<file path="src/rtl/irq_ack_responder_if.sv">
// Request/ack handshake between an interrupt requester (master) and the host
// responder (slave).
interface irq_ack_responder_if;
  logic       irq_req_vld;
  logic [4:0] irq_req_vec;
  logic [7:0] irq_req_fnc;
  logic       irq_ack;
  logic [4:0] irq_ack_vec;
  logic       irq_fail;

  modport master (
    output irq_req_vld, irq_req_vec, irq_req_fnc,
    input  irq_ack, irq_ack_vec, irq_fail
  );

  modport slave (
    input  irq_req_vld, irq_req_vec, irq_req_fnc,
    output irq_ack, irq_ack_vec, irq_fail
  );
endinterface

</file>
<file path="src/rtl/irq_ack_responder.sv">
// Host-side interrupt responder: one outstanding request, programmable latency,
// single ack/fail strobe, per-vector gating, saturating stats, sticky protocol error.
//
// state | meaning
// IDLE  | no request in flight, waiting for irq_req_vld
// WAIT  | request captured, latency down-counter running
// RESP  | one-cycle ack or fail strobe on the bus
// GAP   | one-cycle turnaround, requester input ignored
module irq_ack_responder #(
  parameter int NUM_VEC = 16,
  parameter int LAT_W   = 8,
  parameter int CNT_W   = 16
) (
  input  logic                 clk,
  input  logic                 rst_n,
  irq_ack_responder_if.slave   bus,
  input  logic [LAT_W-1:0]     cfg_lat,
  input  logic [NUM_VEC-1:0]   cfg_vec_en,
  input  logic                 cfg_force_fail,
  input  logic                 clr_stats,
  output logic [CNT_W-1:0]     ack_cnt,
  output logic [CNT_W-1:0]     fail_cnt,
  output logic [7:0]           last_fnc,
  output logic                 proto_err,
  output logic                 busy
);

  typedef enum logic [1:0] {IDLE, WAIT, RESP, GAP} state_t;

  state_t           state;
  logic [LAT_W-1:0] lat_cnt;
  logic [4:0]       cap_vec;
  logic [7:0]       cap_fnc;
  logic             cap_fail;

  logic [31:0] vec_en_ext;
  logic        req_fail;
  logic        req_mismatch;

  // Zero-extending the enable mask keeps the lookup in range for any 5-bit vector.
  assign vec_en_ext   = 32'(cfg_vec_en);
  assign req_fail     = cfg_force_fail
                     || (32'(bus.irq_req_vec) >= 32'(NUM_VEC))
                     || !vec_en_ext[bus.irq_req_vec];
  assign req_mismatch = !bus.irq_req_vld
                     || (bus.irq_req_vec != cap_vec)
                     || (bus.irq_req_fnc != cap_fnc);

  always_ff @(posedge clk or negedge rst_n) begin
    if (!rst_n) begin
      state           <= IDLE;
      lat_cnt         <= '0;
      cap_vec         <= '0;
      cap_fnc         <= '0;
      cap_fail        <= 1'b0;
      bus.irq_ack     <= 1'b0;
      bus.irq_fail    <= 1'b0;
      bus.irq_ack_vec <= '0;
      ack_cnt         <= '0;
      fail_cnt        <= '0;
      last_fnc        <= '0;
      proto_err       <= 1'b0;
      busy            <= 1'b0;
    end else begin
      bus.irq_ack     <= 1'b0;
      bus.irq_fail    <= 1'b0;
      bus.irq_ack_vec <= '0;
      case (state)
        IDLE: begin
          if (bus.irq_req_vld) begin
            cap_vec  <= bus.irq_req_vec;
            cap_fnc  <= bus.irq_req_fnc;
            cap_fail <= req_fail;
            last_fnc <= bus.irq_req_fnc;
            busy     <= 1'b1;
            // Zero latency skips WAIT so the strobe lands the cycle after capture.
            if (cfg_lat == '0) begin
              state           <= RESP;
              bus.irq_ack     <= !req_fail;
              bus.irq_fail    <= req_fail;
              bus.irq_ack_vec <= bus.irq_req_vec;
            end else begin
              state   <= WAIT;
              lat_cnt <= cfg_lat - LAT_W'(1);
            end
          end
        end
        WAIT: begin
          if (req_mismatch) begin
            proto_err <= 1'b1;
            busy      <= 1'b0;
            state     <= IDLE;
          end else if (lat_cnt == '0) begin
            state           <= RESP;
            bus.irq_ack     <= !cap_fail;
            bus.irq_fail    <= cap_fail;
            bus.irq_ack_vec <= cap_vec;
          end else begin
            lat_cnt <= lat_cnt - LAT_W'(1);
          end
        end
        RESP: begin
          state <= GAP;
          if (cap_fail) begin
            if (fail_cnt != '1) fail_cnt <= fail_cnt + CNT_W'(1);
          end else begin
            if (ack_cnt != '1) ack_cnt <= ack_cnt + CNT_W'(1);
          end
        end
        GAP: begin
          state <= IDLE;
          busy  <= 1'b0;
        end
        default: begin
          state <= IDLE;
          busy  <= 1'b0;
        end
      endcase
      // Clear overrides any increment or error set in the same cycle.
      if (clr_stats) begin
        ack_cnt   <= '0;
        fail_cnt  <= '0;
        proto_err <= 1'b0;
      end
    end
  end

endmodule

</file>
<file path="src/flat_wrapper.sv">
// flat-port wrapper written by rule: the top's interface ports become plain ports
module irq_ack_responder_flat 
#(
  parameter int NUM_VEC = 16,
  parameter int LAT_W   = 8,
  parameter int CNT_W   = 16
)
  (clk, rst_n, cfg_lat, cfg_vec_en, cfg_force_fail, clr_stats, ack_cnt, fail_cnt, last_fnc, proto_err, busy, bus_irq_req_vld, bus_irq_req_vec, bus_irq_req_fnc, bus_irq_ack, bus_irq_ack_vec, bus_irq_fail);
  irq_ack_responder_if bus_i ();
  input  logic clk;
  input  logic rst_n;
  input  logic [LAT_W-1:0] cfg_lat;
  input  logic [NUM_VEC-1:0] cfg_vec_en;
  input  logic cfg_force_fail;
  input  logic clr_stats;
  output logic [CNT_W-1:0] ack_cnt;
  output logic [CNT_W-1:0] fail_cnt;
  output logic [7:0] last_fnc;
  output logic proto_err;
  output logic busy;
  input wire logic [$bits(bus_i.irq_req_vld)-1:0] bus_irq_req_vld;
  input wire logic [$bits(bus_i.irq_req_vec)-1:0] bus_irq_req_vec;
  input wire logic [$bits(bus_i.irq_req_fnc)-1:0] bus_irq_req_fnc;
  output wire logic [$bits(bus_i.irq_ack)-1:0] bus_irq_ack;
  output wire logic [$bits(bus_i.irq_ack_vec)-1:0] bus_irq_ack_vec;
  output wire logic [$bits(bus_i.irq_fail)-1:0] bus_irq_fail;
  assign bus_i.irq_req_vld = bus_irq_req_vld;
  assign bus_i.irq_req_vec = bus_irq_req_vec;
  assign bus_i.irq_req_fnc = bus_irq_req_fnc;
  assign bus_irq_ack = bus_i.irq_ack;
  assign bus_irq_ack_vec = bus_i.irq_ack_vec;
  assign bus_irq_fail = bus_i.irq_fail;
  irq_ack_responder #(.NUM_VEC(NUM_VEC), .LAT_W(LAT_W), .CNT_W(CNT_W)) u_core (.clk(clk), .rst_n(rst_n), .bus(bus_i), .cfg_lat(cfg_lat), .cfg_vec_en(cfg_vec_en), .cfg_force_fail(cfg_force_fail), .clr_stats(clr_stats), .ack_cnt(ack_cnt), .fail_cnt(fail_cnt), .last_fnc(last_fnc), .proto_err(proto_err), .busy(busy));
endmodule
</file>
<file path="config.mk">
export PLATFORM = sky130hd
export DESIGN_NAME = irq_ack_responder_flat
export DESIGN_NICKNAME = d
export VERILOG_FILES = /design/src/rtl/irq_ack_responder_if.sv /design/src/rtl/irq_ack_responder.sv /design/src/flat_wrapper.sv
export SDC_FILE = /design/constraint.sdc
export NUM_CORES = 1
export LEC_CHECK = 0
export BUFFER_PORTS_ARGS = -buffer_cell sky130_fd_sc_hd__buf_2
export CAP_MARGIN = 30
export CORE_MARGIN = 4
export CORE_UTILIZATION = 50
export CTS_CLUSTER_DIAMETER = 60
export DETAILED_ROUTE_END_ITERATION = 8
export HOLD_SLACK_MARGIN = 0.15
export MAX_ROUTING_LAYER = met4
export PLACE_DENSITY = 0.75
export SLEW_MARGIN = 20
export SYNTH_ARGS = -nofsm -noshare
export SYNTH_HDL_FRONTEND = slang
export SYNTH_SLANG_ARGS = --single-unit
export TNS_END_PERCENT = 5
</file>
<file path="constraint.sdc">
create_clock -name clk -period 3.9 [get_ports clk]
set_input_delay 0 -clock clk [delete_from_list [all_inputs] [get_ports clk]]
set_output_delay 0 -clock clk [all_outputs]
set_load 0.05 [all_outputs]
</file>
== After elaboration in Yosys (flattened, before gate mapping) ==
Cells that the tools add are included.
Cells by class
  mux-type cells: 41
  reduce and logical (&&, ||, !) cells: 26
  magnitude comparators: 2
  eq/ne operators: 14
  add/subtract/negate cells: 4
Operators with widths (number)
  16-bit two-way mux: 8
  16-bit by 1-bit adder with 16-bit output, second input constant: 2
  8-bit two-way mux: 4
  16-bit != test, second input constant: 2
  5-bit two-way mux: 4
  8-bit zero test: 2
  8-bit one-hot mux with 2 select lines: 1
  8-bit by 1-bit subtractor with 8-bit output, second input constant: 2
  1-bit two-way mux: 14
  2-bit nonzero test: 7
  2-bit != test, second input constant: 5
  5-bit one-hot mux with 2 select lines: 1
  3-bit AND reduction: 3
  2-bit two-way mux: 4
  8-bit != test: 1
  2-bit one-hot mux with 4 select lines: 1
  5-bit by 6-bit less-than comparator with 1-bit output, second input constant: 1
  2-bit AND reduction: 3
  1-bit binary-select mux with 5-bit select: 1
  5-bit >= comparator, second input constant: 1
  5-bit != test: 1
  5-bit AND reduction: 1
  2-bit == test, second input constant: 2
  1-bit zero test: 4
  8 further kinds: 12
Storage, ports and cells
  input port bits: 42
  output and inout port bits: 49
  word-level logic and storage cells: 99
  flip-flop bits (word level): 65

== Longest topological paths before layout ==
  word-level depth: 8
  depth in mapped cells: 11
  depth with buffers taken out: 8

== Least setup slack after synthesis ==
Ideal clock, no wire load.
  path type: flip-flop to flip-flop
  start point: reg u_core.state[1]
  end point: reg u_core.lat_cnt[6]
  path buffers: 3
  setup time: 0.069 ns
  required time: 3.831 ns
  data arrival time: 2.546 ns
  path slack: 1.285 ns
  stages on the path, launching flop included: 12
  clock period less this slack: 2.615 ns
  cell sequence: dfrtp_1 -> buf_2 -> nand2b_1 -> clkbuf_1 -> and2_1 -> a21oi_1 -> ha_1 -> clkbuf_1 -> inv_1 -> or4_1 -> or3_1 -> nand3_1
Between the ends
  cells in the longest elaborated chain, start to end: 3
  elaborated cells between the ends (all ways): 9
  those cells by class: eq/ne: 5; mux: 1; reduce/logical: 3
Ends and longest elaborated chain
  start, declared: line irq_ack_responder.sv:30  | state_t state;
  start signal, assigned: line irq_ack_responder.sv:51  | state <= IDLE;
  start signal, assigned: line irq_ack_responder.sv:78  | state <= RESP;
  start signal, assigned: line irq_ack_responder.sv:83  | state <= WAIT;
  2-bit by 1-bit == test with 1-bit output / 2-bit zero test (equally long branches): line irq_ack_responder.sv:68  | case (state)
  2-bit != test (no line) / 2-bit nonzero test (equally long branches)
  5-bit AND reduction (no line)
  end signal, assigned: line irq_ack_responder.sv:84  | lat_cnt <= cfg_lat - LAT_W'(1);
  end signal, assigned: line irq_ack_responder.sv:99  | lat_cnt <= lat_cnt - LAT_W'(1);
  end, declared: line irq_ack_responder.sv:31  | logic [LAT_W-1:0] lat_cnt;
Parallel ways exist; a longest one is shown, timed or not.
A chain may end at the register's enable or synchronous reset.

== Final worst setup path ==
Same ends and word-level chain as after synthesis.

==> Implementation_results.wiki <==
{| class="wikitable"
! Metric !! Value
|-
| Status || finished, final reports clean
|-
| CP Capture Point || u_core.lat_cnt[6]
|-
| Final sum of negative setup slack || 0 ps
|-
| Post-Route Skew || 9.74 ps
|-
| Category of the most critical setup path || reg2reg
|-
| Required @ worst endpoint || 4170 ps
|-
| RSZ-0062 raised after global routing || no
|-
| Crit Path Max Fanout || 14
|-
| Max-capacitance violation count || 0
|-
| Share of total power consumed by net switching || 28.4%
|-
| Final setup fails || 0
|-
| Synth-to-Final Area Change || 24.7%
|-
| Net count reported at finish || 519
|-
| Clock transition time at the flip-flop clock pins of the worst setup and hold paths || 70 ps
|-
| TritonCTS clock tree || done
|-
| Count of instances resized after the clock tree is built || 0
|-
| Launching instance or port of the critical path || u_core.state[1]
|-
| Largest net degree at the start of global routing || 35
|-
| Sequential cell fraction of total power || 43.5%
|-
| Synth Area per Inst || 10.2 um2
|-
| Dominant cells by area after synthesis || dfrtp_1 43%, xnor2_1 5.8%, nor2_1 4.7%
|-
| Nets in the synthesized netlist || 416
|-
| Drt initial violations || 153
|-
| Number of slew-limit violations in the final report || 0
|-
| Crit path launch type || flip-flop
|-
| Clock network power share || 38.5%
|-
| Most repeated cell in the gate-level netlist after synthesis || dfrtp_1
|-
| Aggregate global routing overflow || 0
|-
| Die area || 0.00903 mm2
|-
| Slack of the worst reg-to-reg path || 1090 ps
|-
| Most used flip-flop cell after synthesis || dfrtp_1
|-
| Final worst slack || 1090 ps
|-
| Post-Syn Area || 0.00379 mm2
|-
| Die Y || 95.0 um
|-
| Number of enable-type register cells in the synthesized netlist || 0
|-
| Effective utilization at floorplan || 51.9%
|-
| Placed wire-length estimate after detailed placement || 6.29 mm
|-
| Most instantiated cells after synthesis || 65 x dfrtp_1, 47 x nor2_1, 25 x xnor2_1
|-
| Static leakage power || 2.11 nW
|-
| Total power divided by cell area || 377 mW/mm2
|-
| FF-to-FF End || u_core.lat_cnt[6]
|-
| Num ports || 91
|-
| H-tree levels || 3
|-
| Antenna violations before repair || 0
|-
| Initial DRT Pass Iterations || 6
|-
| Clk Latency, worst-skew pair || 340 ps
|-
| Unique cell type count in the Yosys netlist || 59
|-
| Count of synthesis-stage warnings from yosys || 0
|-
| Core area || 0.00729 mm2
|-
| Fraction of synthesized cell area taken by the top area cell type || 43.0%
|-
| Post-layout minimum cycle time || 2810 ps
|-
| Maximum operating frequency || 355 MHz
|-
| Flop and latch count out of synthesis || 65
|-
| Via Count || 3,305
|-
| Average via count per standard cell || 5.73
|-
| Post-DR wirelength/cell || 15.6 um
|-
| Maximum buffer depth of the clock tree || 2
|-
| Kind of path behind the tightest hold check || in2reg
|-
| Pin slew with the least headroom to its limit || 706 ps
|-
| Cell count of the worst reg-to-reg path || 8
|-
| Cell chosen for the clock root || clkbuf_8
|-
| Drt drc || 0
|-
| Combinational group share of total power || 18.0%
|-
| Most used routing layer in global routing || met2
|-
| Final worst-path cycle share || 72.2%
|-
| Met3 global-route usage || 3.71%
|-
| Share of the yosys chip area belonging to registers || 43.0%
|-
| Number of global-route vias before repair || 3,205
|-
| Number of standard cells after synthesis || 371
|-
| Synth area leader || dfrtp_1
|-
| Relative slew slack || 52.9%
|-
| GRT Resource Usage Total || 22.0%
|-
| Routing usage on met2 || 34.2%
|-
| Share of cells above drive strength 1 || 28.7%
|-
| Floorplan die width || 95.0 um
|-
| Total count of hold-check failures in the final report || 0
|-
| DRT antenna net count || 0
|-
| Startpoint of the most critical register-to-register path || u_core.state[1]
|-
| Arrival time of data at the critical path endpoint || 3080 ps
|-
| Async set-or-reset flop fraction in the synthesized netlist || 100%
|-
| Switching Power || 505 uW
|-
| Number of sinks on the clock net || 65
|-
| Cell Int Power || 1.27 mW
|-
| Count of inserted antenna diode cells || 0
|-
| Worst voltage drop across the vdd grid || 0.220 mV
|-
| Total clock buffers created by CTS || 9
|-
| Std cell rows || 31
|-
| Critical path endpoint category || flip-flop
|-
| Placer's final routability congestion estimate || 0.845
|-
| Quantity of I/O buffers inserted on ports || 90
|-
| Routed WL || 8.99 mm
|-
| Worst slack at placement || 1130 ps
|-
| Wire length of the first global-routing pass || 15.2 mm
|-
| Met1 track demand over resource in global routing || 28.6%
|}
power by group through the flow:
stage / logic, mW / registers, mW / clock network [mW]
after global routing: 0.350 / 0.781 / 0.731
after global placement: 0.295 / 0.782 / 0
after detailed placement: 0.302 / 0.785 / 0
after floorplan: 0.166 / 0.825 / 0
after CTS: 0.319 / 0.772 / 0.700
final: 0.320 / 0.774 / 0.685
registers in the layout (all words and copies together), names as in the netlist:
signal / count
u_core.cap_fail: 1
u_core.bus.irq_ack_vec: 5
u_core.cap_vec: 5
u_core.proto_err: 1
u_core.state: 2
u_core.last_fnc: 8
u_core.bus.irq_ack: 1
u_core.bus.irq_fail: 1
u_core.fail_cnt: 16
u_core.ack_cnt: 16
u_core.busy: 1
u_core.lat_cnt: 8
worst min path at each step:
stage / start / end / slack, ps / cells after the start
after floorplan: rst_n / u_core.ack_cnt[0] / -300 / 0
after global placement: rst_n / u_core.ack_cnt[11] / 90 / 1
after detailed placement: rst_n / u_core.ack_cnt[11] / 90 / 1
after CTS: cfg_lat[4] / u_core.lat_cnt[4] / 150 / 4
after global routing: clr_stats / u_core.fail_cnt[14] / 200 / 2
final: cfg_lat[4] / u_core.lat_cnt[4] / 170 / 4
through the flow:
stage | utilization, % | power (mW) | area, um2 | hold WS, ps | std cells
floorplan | - | 0.991 | 3790 | -296 | 371
global placement | 58.7 | 1.08 | 4280 | 92.1 | 541
detailed placement | 58.7 | 1.09 | 4280 | 90.0 | 541
CTS | 64.7 | 1.79 | 4720 | 155 | 577
global route | 64.7 | 1.86 | 4720 | 195 | 577
finish | 64.7 | 1.78 | 4720 | 167 | 577
cells by family after synthesis:
family                   after synthesis  share of synthesized area, %
buffers and inverters                 31                          3.67
flip-flops                            65                          43.0
XOR/XNOR                              45                          10.6
AND/OR/NAND/NOR                      136                          19.6
adder cells (fa/ha/maj)                3                         0.992
AO/OA/AOI/OAI                         66                          13.4
multiplexers                          25                          8.82
layer usage:
metal	vias up	wire [um]
met5	-	0
met4	0	225
met3	21	471
met2	119	4350
met1	1594	3940
li1	1571	-
area by class of cell:
class / instances / area (um2)
fillers: 597 / 2570
multi-input cells: 275 / 2020
flip-flops and latches: 65 / 1630
repair buffers: 114 / 683
clock buffers: 9 / 124
well taps: 99 / 124
clock inverters: 6 / 108
inverters: 9 / 33.8
what timing repair did:
action	4_1_cts	5_1_grt
hold buffers	21	0
endpoints found under the hold margin	59	0
setup buffers	0	0
cells in the final DEF, fill, tap and decap left out, types with 3 or more instances in the layout:
cell / n
o22a_1: 3
inv_1: 9
or4_1: 5
mux2i_1: 5
a21o_1: 3
nand3_1: 13
a2111oi_0: 3
o211ai_1: 7
mux4_2: 5
and2_1: 5
buf_4: 3
a211oi_1: 6
and3_1: 5
nor3_1: 4
mux2_2: 14
nor4_1: 3
and4_1: 7
xor2_1: 19
a21oi_1: 12
or3_1: 3
o21ai_0: 5
clkbuf_8: 9
a22o_1: 7
nor2_1: 47
dlygate4sd3_1: 21
ha_1: 3
bufinv_16: 3
nand4_1: 16
dfrtp_1: 65
buf_2: 90
nand2_1: 14
xnor2_1: 25
worst max-delay path, cell delays in order, from the launching register on:
cell and delay (ps):
dfrtp_1 500, nand2b_1 430, and2_1 300, a21oi_1 140, ha_1 350, inv_1 110
or4_1 520, or3_1 310, nand3_1 80
Note: power is estimated with default switching activity, not from simulation.
